[src/rtl/float_align_pkg.sv]
// Shared widths, limits and FSM encoding for the float_align operand aligner.
package float_align_pkg;

  localparam int unsigned EXP_W     = 8;
  localparam int unsigned FRAC_W    = 23;
  localparam int unsigned MANT_W    = FRAC_W + 1;   // {hidden, fraction}
  localparam int unsigned EXT_W     = 27;           // {hidden, fraction, guard, round, sticky}
  localparam int unsigned WORD_W    = 1 + EXP_W + FRAC_W;
  localparam int unsigned MAX_SHIFT = 27;
  localparam int unsigned CNT_W     = 5;

  typedef enum logic [1:0] {
    ST_IDLE  = 2'd0,
    ST_SHIFT = 2'd1,
    ST_DONE  = 2'd2
  } state_t;

  // Denormals and zero behave as exponent 1 with a cleared hidden bit.
  function automatic logic [EXP_W-1:0] eff_exp(input logic [EXP_W-1:0] e);
    return (e == '0) ? {{(EXP_W-1){1'b0}}, 1'b1} : e;
  endfunction

  function automatic logic hidden_bit(input logic [EXP_W-1:0] e);
    return |e;
  endfunction

endpackage

[src/rtl/float_mag_order.sv]
// Combinational magnitude ordering of two single-precision operands.
// swap=1 means B is the larger magnitude; ties keep A as the larger one.
// diff is the effective-exponent distance, larger minus smaller.
module float_mag_order
  import float_align_pkg::*;
(
  input  logic [WORD_W-1:0] A,
  input  logic [WORD_W-1:0] B,
  output logic              swap,
  output logic [EXP_W-1:0]  diff
);

  logic [EXP_W-1:0] ea;
  logic [EXP_W-1:0] eb;

  // Compare {exp, fraction} as unsigned and subtract effective exponents.
  always_comb begin
    ea   = eff_exp(A[WORD_W-2:FRAC_W]);
    eb   = eff_exp(B[WORD_W-2:FRAC_W]);
    swap = (B[WORD_W-2:0] > A[WORD_W-2:0]);
    diff = swap ? (eb - ea) : (ea - eb);
  end

endmodule

[src/rtl/float_align.sv]
// Floating-point operand aligner: orders A/B by magnitude, then shifts the
// smaller mantissa right one bit per cycle until exponents match.
// Build option: define FLOAT_ALIGN_STICKY_EN to fold shifted-out bits into bit0.
module float_align
  import float_align_pkg::*;
(
  input  logic              clk,
  input  logic              rst,
  input  logic              in_valid,
  output logic              in_ready,
  input  logic [WORD_W-1:0] A,
  input  logic [WORD_W-1:0] B,
  output logic              out_valid,
  input  logic              out_ready,
  output logic              big_sign,
  output logic              small_sign,
  output logic [EXP_W-1:0]  exp_out,
  output logic [MANT_W-1:0] big_mant,
  output logic [EXT_W-1:0]  small_mant,
  output logic              special
);

  state_t             state;
  state_t             state_next;
  logic [CNT_W-1:0]   cnt;
  logic               swap;
  logic [EXP_W-1:0]   diff;
  logic [WORD_W-1:0]  big_w;
  logic [WORD_W-1:0]  small_w;
  logic               special_w;
  logic [CNT_W-1:0]   cnt_init;
  logic [EXT_W-1:0]   shifted;

  float_mag_order u_order (
    .A    (A),
    .B    (B),
    .swap (swap),
    .diff (diff)
  );

  // Select ordered operands and the saturated shift count for a new pair.
  always_comb begin
    big_w     = swap ? B : A;
    small_w   = swap ? A : B;
    special_w = (&A[WORD_W-2:FRAC_W]) | (&B[WORD_W-2:FRAC_W]);
    if (special_w)
      cnt_init = '0;
    else if (diff > EXP_W'(MAX_SHIFT))
      cnt_init = CNT_W'(MAX_SHIFT);
    else
      cnt_init = diff[CNT_W-1:0];
  end

  // One-bit right shift of the smaller mantissa.
  always_comb begin
`ifdef FLOAT_ALIGN_STICKY_EN
    shifted = {1'b0, small_mant[EXT_W-1:2], small_mant[1] | small_mant[0]};
`else
    shifted = {1'b0, small_mant[EXT_W-1:1]};
`endif
  end

  // State register.
  always_ff @(posedge clk or posedge rst) begin
    if (rst)
      state <= ST_IDLE;
    else
      state <= state_next;
  end

  // Next-state and handshake outputs.
  always_comb begin
    state_next = state;
    in_ready   = 1'b0;
    out_valid  = 1'b0;
    case (state)
      ST_IDLE: begin
        in_ready = 1'b1;
        if (in_valid)
          state_next = (cnt_init == '0) ? ST_DONE : ST_SHIFT;
      end
      ST_SHIFT: begin
        if (cnt <= CNT_W'(1))
          state_next = ST_DONE;
      end
      ST_DONE: begin
        out_valid = 1'b1;
        if (out_ready)
          state_next = ST_IDLE;
      end
      default: state_next = ST_IDLE;
    endcase
  end

  // Operand capture and per-cycle alignment shift; fields hold in DONE.
  always_ff @(posedge clk or posedge rst) begin
    if (rst) begin
      cnt        <= '0;
      big_sign   <= 1'b0;
      small_sign <= 1'b0;
      exp_out    <= '0;
      big_mant   <= '0;
      small_mant <= '0;
      special    <= 1'b0;
    end else begin
      case (state)
        ST_IDLE: begin
          if (in_valid) begin
            cnt        <= cnt_init;
            big_sign   <= big_w[WORD_W-1];
            small_sign <= small_w[WORD_W-1];
            exp_out    <= eff_exp(big_w[WORD_W-2:FRAC_W]);
            big_mant   <= {hidden_bit(big_w[WORD_W-2:FRAC_W]), big_w[FRAC_W-1:0]};
            small_mant <= {hidden_bit(small_w[WORD_W-2:FRAC_W]), small_w[FRAC_W-1:0], 3'b000};
            special    <= special_w;
          end
        end
        ST_SHIFT: begin
          small_mant <= shifted;
          cnt        <= cnt - CNT_W'(1);
        end
        default: ;
      endcase
    end
  end

endmodule

[config.mk]
export PLATFORM = sky130hd
export DESIGN_NAME = float_align
export DESIGN_NICKNAME = d
export VERILOG_FILES = /design/src/rtl/float_align_pkg.sv /design/src/rtl/float_mag_order.sv /design/src/rtl/float_align.sv
export SDC_FILE = /design/constraint.sdc
export NUM_CORES = 1
export LEC_CHECK = 0
export ABC_AREA = 1
export BUFFER_PORTS_ARGS = -buffer_cell sky130_fd_sc_hd__buf_2
export CAP_MARGIN = 20
export CORE_MARGIN = 3
export CORE_UTILIZATION = 59
export CTS_CLUSTER_SIZE = 10
export DETAILED_ROUTE_END_ITERATION = 8
export PLACE_DENSITY = 0.95
export SYNTH_ARGS = -nofsm -noshare
export SYNTH_HDL_FRONTEND = slang
export SYNTH_SLANG_ARGS = --single-unit
[constraint.sdc]
create_clock -name clk -period 4 [get_ports clk]
set_clock_uncertainty 0.05 [all_clocks]
set_input_delay 0 -clock clk [delete_from_list [all_inputs] [get_ports clk]]
set_output_delay 0 -clock clk [all_outputs]
set_load 0.03 [all_outputs]
# Yosys cells after proc, flatten, opt, wreduce, memory -nomap -nowiden
# Index checks and enable logic that the tools add are counted.
# classes
magnitude_cmp	3
bitwise	1
eq_ne	5
n_reduce_logical	13
n_addsub	3
mux	19
# op_table
operator	n
2-to-1 mux 32 bit	2
case mux 27 bit (2 select lines)	1
2-to-1 mux 8 bit	4
greater-than comparator 31 bit	1
2-to-1 mux 27 bit	1
zero test 8 bit	3
AND reduction 8 bit	2
OR reduction 8 bit	2
subtractor 8 bit	2
2-to-1 mux 5 bit	3
case mux 5 bit (2 select lines)	1
greater-than comparator 8 x 5 -> 1 bit (second input constant)	1
2-to-1 mux 2 bit	4
!= test 2 bit (second input constant)	3
case mux 2 bit (3 select lines)	1
<= comparator 5 x 1 -> 1 bit (second input constant)	1
zero test 5 bit	1
subtractor 5 x 1 -> 5 bit (second input constant)	1
AND reduction 2 bit	2
AND reduction 3 bit	1
== test 2 x 1 -> 1 bit (second input constant)	1
== test 2 bit (second input constant)	1
zero test 2 bit	1
2-to-1 mux 1 bit	2
other kinds (2)	2
# totals
regBits	69
elab_cells	52
in_bits	68
output_inout_bits	64

# Depth between registers and ports, before layout
# depth
ltp_word	11
mapped_depth	24
ltp_nobuf	24

# By module
# From an unflattened synthesis, not the netlist that was laid out.
# hier_totals
hier_cells	732
area_unflattened_um2	5248.8
# modules_own_cells
mod	seq_area_each_um2	area_per_inst_um2	cells_per_inst	n_inst
float_align	1726.7	3587.2	464	1
float_mag_order	0.0	1661.6	268	1

# Worst setup path before layout
# No wires, ideal clock.
# synth_timing
path_type	input port to flip-flop
from	in A[30]
to	reg state[0]
cell_stages	22
setup_time_ns	0.132
n_path_buf	0
required_ns	3.818
arrival_ns	2.226
setup_slack_ns	1.591
cell_sequence	inv_1 > nand4_1 > nor4_1 > nor2_1 > ha_1 > fa_1 > nor2_1 > nand2_1 > nand3_1 > nand2_1 > nand2_1 > nand3_1 > nor2_1 > nand2_1 > nand2_1 > nand2_1 > o21ai_1 > nand2_1 > inv_1 > nand2_1 > nand2_1 > nand2_1
# synth_between
elab_chain_cells	11
elab_cells_between_ends	15
cone_classes	2 x add/sub; 2 x order compare; 7 x mux; 1 x bitwise; 3 x reduce/logical
# synth_rtl
item	line	text
start: declaration	float_align.sv:11	input logic [WORD_W-1:0] A,
zero test 8 bit	float_align_pkg.sv:20	return (e == '0) ? {{(EXP_W-1){1'b0}}, 1'b1} : e;
2-to-1 mux 8 bit	float_align_pkg.sv:20	
subtractor 8 bit	float_mag_order.sv:21	diff = swap ? (eb - ea) : (ea - eb);
2-to-1 mux 8 bit	float_mag_order.sv:21	
greater-than comparator 8 x 5 -> 1 bit	float_align.sv:48	else if (diff > EXP_W'(MAX_SHIFT))
2-to-1 mux 5 bit	float_align.sv:48	
2-to-1 mux 5 bit *	float_align.sv:46	if (special_w)
zero test 5 bit *	float_align.sv:80	state_next = (cnt_init == '0) ? ST_DONE : ST_SHIFT;
2-to-1 mux 2 bit *	float_align.sv:80	
2-to-1 mux 2 bit *	float_align.sv:79	if (in_valid)
case mux 2 bit (3 select lines) *	float_align.sv:76	case (state)
end signal: assignment	float_align.sv:68	state <= state_next;
end: declaration	float_align.sv:23	state_t state;
# Mark *: on every way between the ends. The rest lies on a longest branch, timed or not. The select of a mux whose other input is x is not followed.
# A chain may end at the register's enable or synchronous reset.

# Worst setup path after layout
# layout_timing
from	in A[12]
to	reg state[1]
# layout_between
elab_chain_cells	9
# layout_rtl
item	line	text
greater-than comparator 31 bit *	float_mag_order.sv:20	swap = (B[WORD_W-2:0] > A[WORD_W-2:0]);
2-to-1 mux 8 bit *	float_mag_order.sv:21	
greater-than comparator 8 x 5 -> 1 bit	float_align.sv:48	
2-to-1 mux 5 bit *	float_align.sv:48	
2-to-1 mux 5 bit *	float_align.sv:46	
zero test 5 bit *	float_align.sv:80	
2-to-1 mux 2 bit *	float_align.sv:80	
2-to-1 mux 2 bit *	float_align.sv:79	
case mux 2 bit (3 select lines) *	float_align.sv:76	
# Marked as above.

==> impl_metrics.toml <==
[setup_path]
cp_data_arrival_time_ns = 4.10
rr_worst_depth = 8
crit_slowest_cell = "dlygate4sd3_1"
worstPathRequired_ns = 4.25
cpPeakStageDelay_ns = 0.55
crit_start = "A[12]"
rr_endpoint = "small_mant[22]$_DFFE_PP0P_"
critical_path_peak_fanout = 37
worstSetupPathType = "in -> reg"
endpoint = "state[1]$_DFFE_PP0P_"
timing.rr.start = "state[0]$_DFFE_PP0P_"
cp-end-kind = "flip-flop"
path_common_cell = "nand2_1"
r2r_slack_ns = 1.29
start_kind = "primary input"

[finish]
multi_input_area_mm2 = 0.00292
final_nets = 1013
syn2layout_area_growth_pct = 31.9
n_fill_cell = 474
seqCellArea_mm2 = 0.00173
drive_gt1_frac = 0.198

[worst_hold_path]
holdCritStartpoint = "A[0]"
hold_path.class = "in -> reg"

[route]
wl_per_cell_um = 20.7
drcViolationCount = 0
vias = 6529
finalWirelength_um = 20900
dr.pass1.iters = 7
routed_via_density = 6.48
antenna_left = 0
first_iter_violations = 1019

[timing]
finalCriticalPeriod_ns = 3.84
final_hold_viol_count = 1
finalWorstSetupSlack_ns = 0.156
fin_crit_sh = 0.961
setup_viol = 0
rsz0062_at_grt = "no"
whs_ns = -0.0249
relSlewSlack = 0.621
final-max-slew-violation-count = 0
fmax_ghz = 0.260
tightestPinTransition_ns = 0.569
setup_tns_ns = 0

[clock_network]
numCtsBuffers = 9
cts.sinks = 69
cts_tree = "yes"
cts.path.max_buffers = 2
path_clk_slew_ns = 0.09
h-tree-depth = 3
worstSkewPairLatency_ns = 0.38
root_buffer = "clkbuf_8"

[pwr]
p_clk_frac = 0.160
leakage_nw = 3.66
switchingPower_mw = 2.38
swShare = 0.502
ir_drop_uv = 544
pwr_density_cell_mw_per_mm2 = 695
power_mw = 4.74
pwr-share-comb = 0.558
internal-power_mw = 2.36
p_seq_frac = 0.282

[grt]
overflow = 0
grt_usage = 0.420
grt_antenna_before_repair = 2
grt_pass1_wl_um = 32500
grt_start_max_net_pins = 55
grt_pass1_vias = 6435

[floorplanning]
dieWidth_um = 99.6
die_h_um = 99.6
coreArea_mm2 = 0.00838
start_util = 0.617
dieArea_mm2 = 0.00993
io_pins = 132
num_rows = 33

[logic_synthesis]
syn_nets = 833
ys_warn_count = 0
ys_ff_latch = 69
synth.distinct_cells = 43
syn_area_per_cell_um2 = 7.22
synth_area_mm2 = 0.00517
yosysSeqAreaShare = 0.334
synthCells = 716

[placed_design]
port_buffers = 131
post-place-ws_ns = 1.12
dp_hpwl_um = 10300
routabilityCongestion = 0.948

[outcome]
failed_checks = "hold timing"
status = "complete, but fails checks"

[run]
cap_violations = 0
registers in the layout, summed over array words and instances, names as in the netlist:
register	count
special	1
exp_out	8
big_mant	24
small_mant	27
state	2
cnt	5
small_sign	1
big_sign	1
cells in the final DEF, fill, tap and decap left out, types with 2 or more instances in the layout:
master	n
clkbuf_8	10
nand2_2	2
fa_1	2
o21ai_2	3
inv_1	88
xor2_1	4
nor2_1	67
nor2_2	4
nor2_4	2
nand2_4	2
nand3b_1	2
ha_1	47
clkinv_2	2
nand4_2	3
a21o_1	2
buf_2	131
inv_2	2
bufinv_16	3
xnor2_1	3
buf_4	4
dlygate4sd3_1	72
o21ai_0	101
nand4_1	8
a22oi_1	23
nand2_1	168
o311ai_0	2
a21oi_1	18
dfrtp_1	69
nand3_1	22
o21ai_1	11
nor4_1	4
nor3_2	2
diode_2	2
per-stage QoR:
step	hold slack, ns	area [um^2]	cells	utilization
after floorplan	0.120	5170	716	-
after global placement	0.238	5800	916	0.692
after detailed placement	0.250	5800	916	0.692
after CTS	0.0166	6770	1004	0.808
after global routing	0.0674	6820	1008	0.814
final	-0.0249	6820	1008	0.814
synthesized netlist by cell type:
master | instances | share of area
nand2_2 | 2 | 0.0024
xnor2_1 | 3 | 0.0051
o41ai_1 | 1 | 0.0017
nand3b_1 | 2 | 0.0029
inv_2 | 2 | 0.0015
a21o_1 | 2 | 0.0029
a31oi_2 | 1 | 0.0024
nand4_2 | 3 | 0.0073
o311ai_0 | 2 | 0.0034
nand2_4 | 3 | 0.0065
nor2_2 | 2 | 0.0024
xor2_1 | 4 | 0.0068
o21ai_2 | 3 | 0.0051
clkbuf_2 | 1 | 0.00097
nand2_1 | 168 | 0.12
clkbuf_1 | 32 | 0.023
buf_4 | 2 | 0.0029
a22oi_1 | 23 | 0.033
nand4_1 | 8 | 0.0097
fa_1 | 2 | 0.0077
nor4_1 | 4 | 0.0048
inv_1 | 89 | 0.065
o21a_1 | 1 | 0.0015
nor2_4 | 2 | 0.0044
o2111a_1 | 1 | 0.0022
or4_1 | 1 | 0.0015
dfrtp_1 | 69 | 0.33
o211ai_1 | 1 | 0.0015
nand3_1 | 22 | 0.021
a21oi_1 | 18 | 0.017
nor2_1 | 69 | 0.050
a32o_1 | 1 | 0.0019
ha_1 | 47 | 0.11
o21ai_0 | 101 | 0.098
nor3_2 | 2 | 0.0039
buf_12 | 2 | 0.0077
a31oi_1 | 1 | 0.0012
and2_1 | 1 | 0.0012
o22ai_1 | 1 | 0.0012
nand3b_2 | 1 | 0.0022
o21ai_1 | 11 | 0.011
o221ai_1 | 1 | 0.0017
buf_2 | 4 | 0.0039
logic make-up (layout without fill, tap and decap cells):
logic type               Yosys count  in the layout  share of synthesized area
flip-flops                        69             69                      0.334
other                              0              2                          0
AO/OA/AOI/OAI                    169            169                      0.186
buffers and inverters            132            317                      0.105
XOR/XNOR                           7              7                     0.0119
AND/OR/NAND/NOR                  290            290                      0.242
adder cells (fa/ha/maj)           49             49                      0.121
timing repair:
item	CTS	global route
setup endpoints to repair	0	1
endpoints found under the hold margin	96	0
setup buffers	0	0
hold buffers	72	0
resized for setup	0	4
power groups by stage:
stage                     logic, mW  clock network (mW)  registers, mW
final                          2.64               0.761           1.34
after global routing           2.80               0.773           1.36
after CTS                      2.41               0.713           1.27
after detailed placement       2.15                   0           1.27
after global placement         2.10                   0           1.27
after floorplan               0.924                   0           1.85
how the worst min path moves through the flow:
stage / depth (start not counted) / slack (ns) / to
floorplan: 2 / 0.12 / big_mant[13]$_DFFE_PP0P_
global placement: 2 / 0.24 / big_mant[23]$_DFFE_PP0P_
detailed placement: 4 / 0.25 / state[1]$_DFFE_PP0P_
CTS: 3 / 0.02 / small_mant[7]$_DFFE_PP0P_
global route: 3 / 0.07 / exp_out[1]$_DFFE_PP0P_
finish: 3 / -0.02 / small_mant[3]$_DFFE_PP0P_
layer usage:
layer | vias up | wire [um] | global-route usage
li1 | 2710 | - | -
met1 | 2902 | 6700 | 0.461
met2 | 691 | 9580 | 0.692
met4 | 0 | 2010 | 0.294
met3 | 226 | 2590 | 0.128
met5 | - | 0 | 0
worst max-delay path: cells and delay by family:
kind	cells	cell delay [ns]
compound gates	2	0.44
simple gates	16	1.59
buf+inv	6	1.69
fa+ha+maj	1	0.34
area by class of cell:
cell class                      count  share of cell area
Multi-Input combinational cell    515               0.428
Clock buffer                       10              0.0202
Tap cell                          105              0.0193
Inverter                           91              0.0504
Clock inverter                      6              0.0160
Sequential cell                    69               0.253
Timing Repair Buffer              210               0.213
Antenna cell                        2            0.000733
Power figures use the tool's default switching activity.
